==> src/rtl/ofdm_rx_ctrl.sv <==
// ofdm_rx_ctrl
// Receive-path scheduler for one OFDM symbol. A frame-sync trigger starts the
// FFT engine. When the FFT completes, the shared fft0 BSRAM port is handed to
// the demodulator and the demodulator is started. A successful 96-bit result
// is latched into a valid/ready output register. The block also keeps timeout,
// overflow, drop and success/failure statistics.
//
// Ports
//   clk, rst_n           system clock, asynchronous active-low reset
//   i_trigger            frame-sync pulse (ignored and counted while busy)
//   i_err_clear          clears the sticky o_err_timeout / o_overflow flags
//   o_fft_start          one-cycle FFT start pulse
//   i_fft_done           FFT completion pulse
//   i_fft_*              FFT-side BSRAM controls, address and write data
//   o_dem_start          one-cycle demodulator start pulse
//   i_dem_finish/success demodulator status, held until o_dem_clear
//   i_dem_res            96-bit demodulated frame
//   o_dem_clear          one-cycle demodulator clear pulse
//   i_dem_*              demod-side BSRAM controls and address (read only)
//   o_ram_*              muxed BSRAM port, driven from the current owner
//   o_busy               scheduler is not idle
//   o_frame_valid/ready  output handshake for o_frame_data
//   o_frame_data         last successful frame
//   o_err_timeout        sticky watchdog timeout flag
//   o_overflow           sticky flag: a success arrived while a frame was pending
//   o_ok_cnt, o_err_cnt  successful / failed symbols, wrapping
//   o_drop_cnt           triggers ignored while busy, saturating at 255
module ofdm_rx_ctrl #(
    parameter logic [15:0] TIMEOUT_CYCLES = 16'd50000
) (
    input  logic        clk,
    input  logic        rst_n,
    input  logic        i_trigger,
    input  logic        i_err_clear,
    output logic        o_fft_start,
    input  logic        i_fft_done,
    input  logic        i_fft_ce,
    input  logic        i_fft_oce,
    input  logic        i_fft_wre,
    input  logic [10:0] i_fft_ad,
    input  logic [31:0] i_fft_din,
    output logic        o_dem_start,
    input  logic        i_dem_finish,
    input  logic        i_dem_success,
    input  logic [95:0] i_dem_res,
    output logic        o_dem_clear,
    input  logic        i_dem_ce,
    input  logic        i_dem_oce,
    input  logic [10:0] i_dem_ad,
    output logic        o_ram_ce,
    output logic        o_ram_oce,
    output logic        o_ram_wre,
    output logic [10:0] o_ram_ad,
    output logic [31:0] o_ram_din,
    output logic        o_busy,
    output logic        o_frame_valid,
    input  logic        i_frame_ready,
    output logic [95:0] o_frame_data,
    output logic        o_err_timeout,
    output logic        o_overflow,
    output logic [15:0] o_ok_cnt,
    output logic [15:0] o_err_cnt,
    output logic [7:0]  o_drop_cnt
);

    typedef enum logic [1:0] {
        S_IDLE    = 2'd0,
        S_FFT_RUN = 2'd1,
        S_DEM_RUN = 2'd2,
        S_CLEAR   = 2'd3
    } state_t;

    state_t      r_state;
    logic [15:0] r_timer;
    logic        r_fft_start;
    logic        r_dem_start;
    logic        r_dem_clear;
    logic        r_frame_valid;
    logic [95:0] r_frame_data;
    logic        r_err_timeout;
    logic        r_overflow;
    logic [15:0] r_ok_cnt;
    logic [15:0] r_err_cnt;
    logic [7:0]  r_drop_cnt;

    logic w_timer_end;
    logic w_fft_done;
    logic w_finish;
    logic w_success;
    logic w_fail;
    logic w_timeout_evt;
    logic w_drop;
    logic w_load;
    logic w_ovf_set;

    // Completion has priority over the watchdog, so the timeout events are
    // qualified with the absence of the phase's completion input.
    assign w_timer_end   = (r_timer == (TIMEOUT_CYCLES - 16'd1));
    assign w_fft_done    = (r_state == S_FFT_RUN) && i_fft_done;
    assign w_finish      = (r_state == S_DEM_RUN) && i_dem_finish;
    assign w_success     = w_finish && i_dem_success;
    assign w_fail        = w_finish && !i_dem_success;
    assign w_timeout_evt = w_timer_end &&
                           (((r_state == S_FFT_RUN) && !i_fft_done) ||
                            ((r_state == S_DEM_RUN) && !i_dem_finish));
    assign w_drop        = i_trigger && (r_state != S_IDLE);

    // A pending frame that is being consumed this cycle frees the register
    // for the new result; otherwise the old frame is kept and flagged.
    assign w_load        = w_success && (!r_frame_valid || i_frame_ready);
    assign w_ovf_set     = w_success && r_frame_valid && !i_frame_ready;

    // Sequencer: state, watchdog and the three start/clear pulses.
    always_ff @(posedge clk or negedge rst_n) begin
        if (!rst_n) begin
            r_state     <= S_IDLE;
            r_timer     <= 16'd0;
            r_fft_start <= 1'b0;
            r_dem_start <= 1'b0;
            r_dem_clear <= 1'b0;
        end else begin
            r_fft_start <= 1'b0;
            r_dem_start <= 1'b0;
            r_dem_clear <= 1'b0;
            case (r_state)
                S_IDLE: begin
                    if (i_trigger) begin
                        r_fft_start <= 1'b1;
                        r_timer     <= 16'd0;
                        r_state     <= S_FFT_RUN;
                    end
                end
                S_FFT_RUN: begin
                    if (i_fft_done) begin
                        r_dem_start <= 1'b1;
                        r_timer     <= 16'd0;
                        r_state     <= S_DEM_RUN;
                    end else if (w_timer_end) begin
                        r_state     <= S_IDLE;
                    end else begin
                        r_timer     <= r_timer + 16'd1;
                    end
                end
                S_DEM_RUN: begin
                    if (i_dem_finish) begin
                        r_dem_clear <= 1'b1;
                        r_state     <= S_CLEAR;
                    end else if (w_timer_end) begin
                        // Abort the demodulator so it does not hold stale status.
                        r_dem_clear <= 1'b1;
                        r_state     <= S_IDLE;
                    end else begin
                        r_timer     <= r_timer + 16'd1;
                    end
                end
                S_CLEAR: begin
                    r_state <= S_IDLE;
                end
                default: begin
                    r_state <= S_IDLE;
                end
            endcase
        end
    end

    // Output frame register, sticky flags and statistics.
    always_ff @(posedge clk or negedge rst_n) begin
        if (!rst_n) begin
            r_frame_valid <= 1'b0;
            r_frame_data  <= 96'd0;
            r_err_timeout <= 1'b0;
            r_overflow    <= 1'b0;
            r_ok_cnt      <= 16'd0;
            r_err_cnt     <= 16'd0;
            r_drop_cnt    <= 8'd0;
        end else begin
            if (w_load) begin
                r_frame_data  <= i_dem_res;
                r_frame_valid <= 1'b1;
            end else if (r_frame_valid && i_frame_ready) begin
                r_frame_valid <= 1'b0;
            end

            // Set has priority over clear on both sticky flags.
            if (w_ovf_set) begin
                r_overflow <= 1'b1;
            end else if (i_err_clear) begin
                r_overflow <= 1'b0;
            end

            if (w_timeout_evt) begin
                r_err_timeout <= 1'b1;
            end else if (i_err_clear) begin
                r_err_timeout <= 1'b0;
            end

            if (w_success) begin
                r_ok_cnt <= r_ok_cnt + 16'd1;
            end
            if (w_fail) begin
                r_err_cnt <= r_err_cnt + 16'd1;
            end
            if (w_drop && (r_drop_cnt != 8'hFF)) begin
                r_drop_cnt <= r_drop_cnt + 8'd1;
            end
        end
    end

    // BSRAM port ownership follows the state register directly, so an
    // asynchronous reset releases the port without waiting for a clock.
    always_comb begin
        o_ram_ce  = 1'b0;
        o_ram_oce = 1'b0;
        o_ram_wre = 1'b0;
        o_ram_ad  = 11'd0;
        o_ram_din = 32'd0;
        case (r_state)
            S_FFT_RUN: begin
                o_ram_ce  = i_fft_ce;
                o_ram_oce = i_fft_oce;
                o_ram_wre = i_fft_wre;
                o_ram_ad  = i_fft_ad;
                o_ram_din = i_fft_din;
            end
            S_DEM_RUN: begin
                o_ram_ce  = i_dem_ce;
                o_ram_oce = i_dem_oce;
                o_ram_ad  = i_dem_ad;
            end
            default: begin
                o_ram_ce  = 1'b0;
            end
        endcase
    end

    assign o_fft_start   = r_fft_start;
    assign o_dem_start   = r_dem_start;
    assign o_dem_clear   = r_dem_clear;
    assign o_busy        = (r_state != S_IDLE);
    assign o_frame_valid = r_frame_valid;
    assign o_frame_data  = r_frame_data;
    assign o_err_timeout = r_err_timeout;
    assign o_overflow    = r_overflow;
    assign o_ok_cnt      = r_ok_cnt;
    assign o_err_cnt     = r_err_cnt;
    assign o_drop_cnt    = r_drop_cnt;

endmodule
==> config.mk <==
export PLATFORM = sky130hd
export DESIGN_NAME = ofdm_rx_ctrl
export DESIGN_NICKNAME = d
export VERILOG_FILES = /design/src/rtl/ofdm_rx_ctrl.sv
export SDC_FILE = /design/constraint.sdc
export NUM_CORES = 1
export LEC_CHECK = 0
export CORE_ASPECT_RATIO = 1.2
export CORE_MARGIN = 3
export CORE_UTILIZATION = 37
export CTS_CLUSTER_SIZE = 14
export DETAILED_ROUTE_END_ITERATION = 6
export GPL_TIMING_DRIVEN = 0
export HOLD_SLACK_MARGIN = 0.03
export PLACE_DENSITY_LB_ADDON = 0.2
export SYNTH_ARGS = -nofsm -noshare
export SYNTH_HDL_FRONTEND = slang
export SYNTH_SLANG_ARGS = --single-unit
==> constraint.sdc <==
create_clock -name clk -period 2.1 [get_ports clk]
set_input_delay 0.525 -clock clk [delete_from_list [all_inputs] [get_ports clk]]
set_output_delay 0.525 -clock clk [all_outputs]
set_load 0.01 [all_outputs]
==> results of run 1 <==
==> per-layer routing <==
layer / up-vias / track usage / wire length [um]
li1: 2804 / - / -
met5: - / 0 / 32
met4: 6 / 0.0658 / 473
met1: 2920 / 0.233 / 8600
met2: 277 / 0.393 / 11800
met3: 32 / 0.0884 / 2210
==> final cells by class <==
type,count,area share
Sequential cell,160,0.324
Multi-Input combinational cell,367,0.260
Clock buffer,19,0.0367
Timing Repair Buffer,383,0.315
Inverter,11,0.00355
Antenna cell,1,0.000203
Clock inverter,13,0.0122
Tap cell,252,0.0255
Buffer,24,0.0231
==> logic make-up (layout without fill, tap and decap cells) <==
kind of cell	Yosys count	after routing	synth area share
xor gates and xnor gates	34	34	0.0420
other	0	1	0
muxes	103	103	0.163
buffers and inverters	38	450	0.0250
adders and majority gates	8	8	0.0141
DFF	160	160	0.564
AOI/OAI and AO/OA	60	60	0.0554
and+or+nand+nor	162	162	0.136
==> registers in the layout, summed over array words and instances (netlist names) <==
| name | flops |
|---|---|
| o_frame_valid | 1 |
| o_err_timeout | 1 |
| r_timer | 16 |
| o_dem_start | 1 |
| o_dem_clear | 1 |
| o_frame_data | 96 |
| o_drop_cnt | 8 |
| r_state | 2 |
| o_overflow | 1 |
| o_ok_cnt | 16 |
| o_fft_start | 1 |
| o_err_cnt | 16 |
==> where the power goes <==
part	total [mW]	switching [mW]	internal, mW
sequential	4.81	0.627	4.18
combinational	7.41	2.88	4.52
clock	3.13	1.30	1.84
==> how the worst max path moves through the flow <==
| stage | startpoint | endpoint | slack [ns] | cells after the start |
|---|---|---|---|---|
| 5_1_grt | r_state[1]$_DFFE_PN0P_ | o_ram_ad[3] | -0.32 | 7 |
| 3_5_place_dp | i_dem_finish | o_frame_data[6]$_DFFE_PN0P_ | -0.95 | 8 |
| 4_1_cts | r_state[1]$_DFFE_PN0P_ | o_ram_ad[3] | -0.31 | 7 |
| 3_3_place_gp | rst_n | o_frame_data[14]$_DFFE_PN0P_ | -6.29 | 1 |
| 6_report | r_state[1]$_DFFE_PN0P_ | o_ram_oce | -0.27 | 7 |
| 2_1_floorplan | r_state[0]$_DFFE_PN0P_ | r_timer[0]$_DFFE_PN0P_ | 0.004 | 9 |
==> synthesized netlist by cell type (all sizes together) (4+ instances only) <==
| cell | instances | area (um2) |
|---|---|---|
| a21oi | 13 | 65.1 |
| a22oi | 13 | 97.6 |
| and2 | 37 | 234 |
| and3 | 11 | 68.8 |
| and4 | 4 | 35.0 |
| buf | 16 | 95.1 |
| clkbuf | 11 | 41.3 |
| dfrtp | 160 | 4000 |
| ha | 8 | 100 |
| inv | 11 | 41.3 |
| mux2 | 100 | 1130 |
| nand2 | 24 | 90.1 |
| nand3 | 12 | 60.1 |
| nand4 | 12 | 75.1 |
| nor2 | 13 | 48.8 |
| nor2b | 17 | 106 |
| nor3 | 4 | 20.0 |
| nor4 | 5 | 46.3 |
| o21ai | 11 | 55.1 |
| o31ai | 8 | 60.1 |
| or3 | 4 | 25.0 |
| or4 | 9 | 71.3 |
| xnor2 | 20 | 175 |
| xor2 | 14 | 123 |
==> critical path, cell delays in order, from the launching register on <==
cell and delay [ns]:
sky130_fd_sc_hd__dfrtp_1 0.42, sky130_fd_sc_hd__buf_6 0.14, sky130_fd_sc_hd__ha_4 0.16, sky130_fd_sc_hd__clkbuf_16 0.16
sky130_fd_sc_hd__buf_8 0.13, sky130_fd_sc_hd__a22oi_2 0.20, sky130_fd_sc_hd__nor2b_1 0.06, sky130_fd_sc_hd__buf_2 0.16
==> timing repair <==
action                                  4_1_cts  5_1_grt
endpoints found under the hold margin        42        0
endpoints found under the setup margin      167       75
hold buffers                                  1        0
gates resized for setup                     315       63
gates cloned                                  7        1
setup buffers                                19        3
pin swaps                                    15       13
==> impl_metrics.csv, run 1 <==
group,metric,value,unit
run_status,run_status,"finished with violations",
run_status,failed_checks,"negative setup slack",
timing,finalSetupViolCount,48,
die,chipHeight,158,um
yosys,synth_seq_area_share,0.564,
drt,detailedRoute.firstPassIterationCount,5,
drt,drt_iter0_markers,231,
final_layout,finish.instance_area,12400,um2
timing,fin_crit_sh,1.13,
hold_path,whs_path_depth,1,
hold_path,hold_end,"o_err_cnt[15]$_DFFE_PN0P_",
clocking,clock_insertion_delay_worst_skew,0.42,ns
pwr,report.power.total,15.3,mW
placement,gp_routability_congestion,0.845,
die,chipWidth,132,um
yosys,synth.cell_area,7090,um2
yosys,ys_async_sr_fraction,1.00,
timing,worst_slew_slack_as_a_fraction_of_its_limit,0.573,
drt,drc,0,
final_layout,drive_above_1_share,0.314,
yosys,yosys_warnings,0,
timing,max_freq,0.421,GHz
clocking,tritoncts.num_buffers,17,
grt,vias_in_the_first_global_route,6277,
yosys,mappedNetlistNets,736,
die,core_area,18500,um2
yosys,synth_cell_types,48,
critical_path,cp-end-kind,"output port",
critical_path,worstReg2RegStart,"r_state[1]$_DFFE_PN0P_",
drt,routed_wirelength,23200,um
timing,timing_worst_slew_pin_value,0.641,ns
placement,hpwl,17000,um
placement,io_buffers,351,
clocking,number_of_sinks_driven_by_the_clock_tree,160,
final_layout,filler_cell_count,1434,
drt,avgViaCountPerCell,4.91,
grt,remaining_overflow_grt,0,
clocking,cts-root-to-sink-buffers,2,
critical_path,path_max_fanout,6,
die,die-area,20900,um2
clocking,cts_tree,"yes",
final_layout,most-common-layout-cells,"sky130_fd_sc_hd__clkdlybuf4s50_1, sky130_fd_sc_hd__dfrtp_1, sky130_fd_sc_hd__mux2_2, sky130_fd_sc_hd__buf_6, sky130_fd_sc_hd__and2_4",
critical_path,setup.worst_path.class,"reg2out",
critical_path,worst_r2r_endpoint,"r_timer[7]$_DFFE_PN0P_",
timing,timing.final.hold_violations,0,
grt,first_pass_grt_wire_length,35200,um
yosys,syn-instance-count,565,
final_layout,design.final.nets,1135,
yosys,ys_seq_elements,160,
final_layout,most_common_library_cell_in_the_layout_ignoring_fill_and_taps,"sky130_fd_sc_hd__clkdlybuf4s50_1",
placement,dpl_cell_area,11000,um2
yosys,predominant_post_synthesis_flop_cell,"sky130_fd_sc_hd__dfrtp_1",
timing,postLayoutSetupSlackWorst,-0.275,ns
pwr,cellLeakagePower,5.35,nW
final_layout,growth_of_design_area_from_synthesis_to_finish,74.1,%
clocking,clkTransAtPathRegs,0.06,ns
critical_path,critical_path_arrival,1.85,ns
critical_path,required,1.57,ns
clocking,cts_max_level,4,
critical_path,start_kind,"flop",
timing,totalNegativeSetupSlack,-5.63,ns
clocking,clk_root_buffer_cell,"sky130_fd_sc_hd__clkbuf_16",
yosys,post_synth_edffs,0,
final_layout,post_layout_nonfiller_instances,1230,
timing,rsz0062_at_grt,"true",
timing,report.final.slew_viol_count,0,
grt,grtUsageTotal,0.217,
hold_path,timing.hold.worst.class,"reg2reg",
timing,fin_skew,0.00687,ns
drt,vias,6039,
yosys,syn_avg_cell_area,12.6,um2
placement,placed_cell_count,1169,
drt,wire_per_inst,18.8,um
final_layout,final_util,0.667,
timing,finalHoldWorstSlack,0.469,ns
die,floorplan.initialDensity,0.383,
critical_path,worst_r2r_path_depth,6,
die,std_cell_rows,54,
placement,pre_cts_ws,-0.950,ns
grt,grt_start_max_net_pins,119,
final_layout,seq_area,4010,um2
grt,grt_antenna_before_repair,4,
pwr,power.density,1240,nW/um2
critical_path,rrSetupSlack,-0.06,ns
flow_run,maxCapViolations,0,
pwr,worst_ir_drop_vdd,0.708,mV
timing,finalWorstPathRequiredPeriod,2.37,ns
die,boundary_pin_count,352,
final_layout,multi_input_comb_area,3210,um2
hold_path,hp-start,"o_err_cnt[15]$_DFFE_PN0P_",
drt,antenna_violating_nets_post_route,0,
No activity file was read; power rests on OpenSTA's default activity.
==> inputs of run 2 (changes only) <==
Settings changed: TNS_END_PERCENT set to 100.
==> results of run 2 <==
Same layout as run 1: the final DEF is identical, and so are final timing and power.
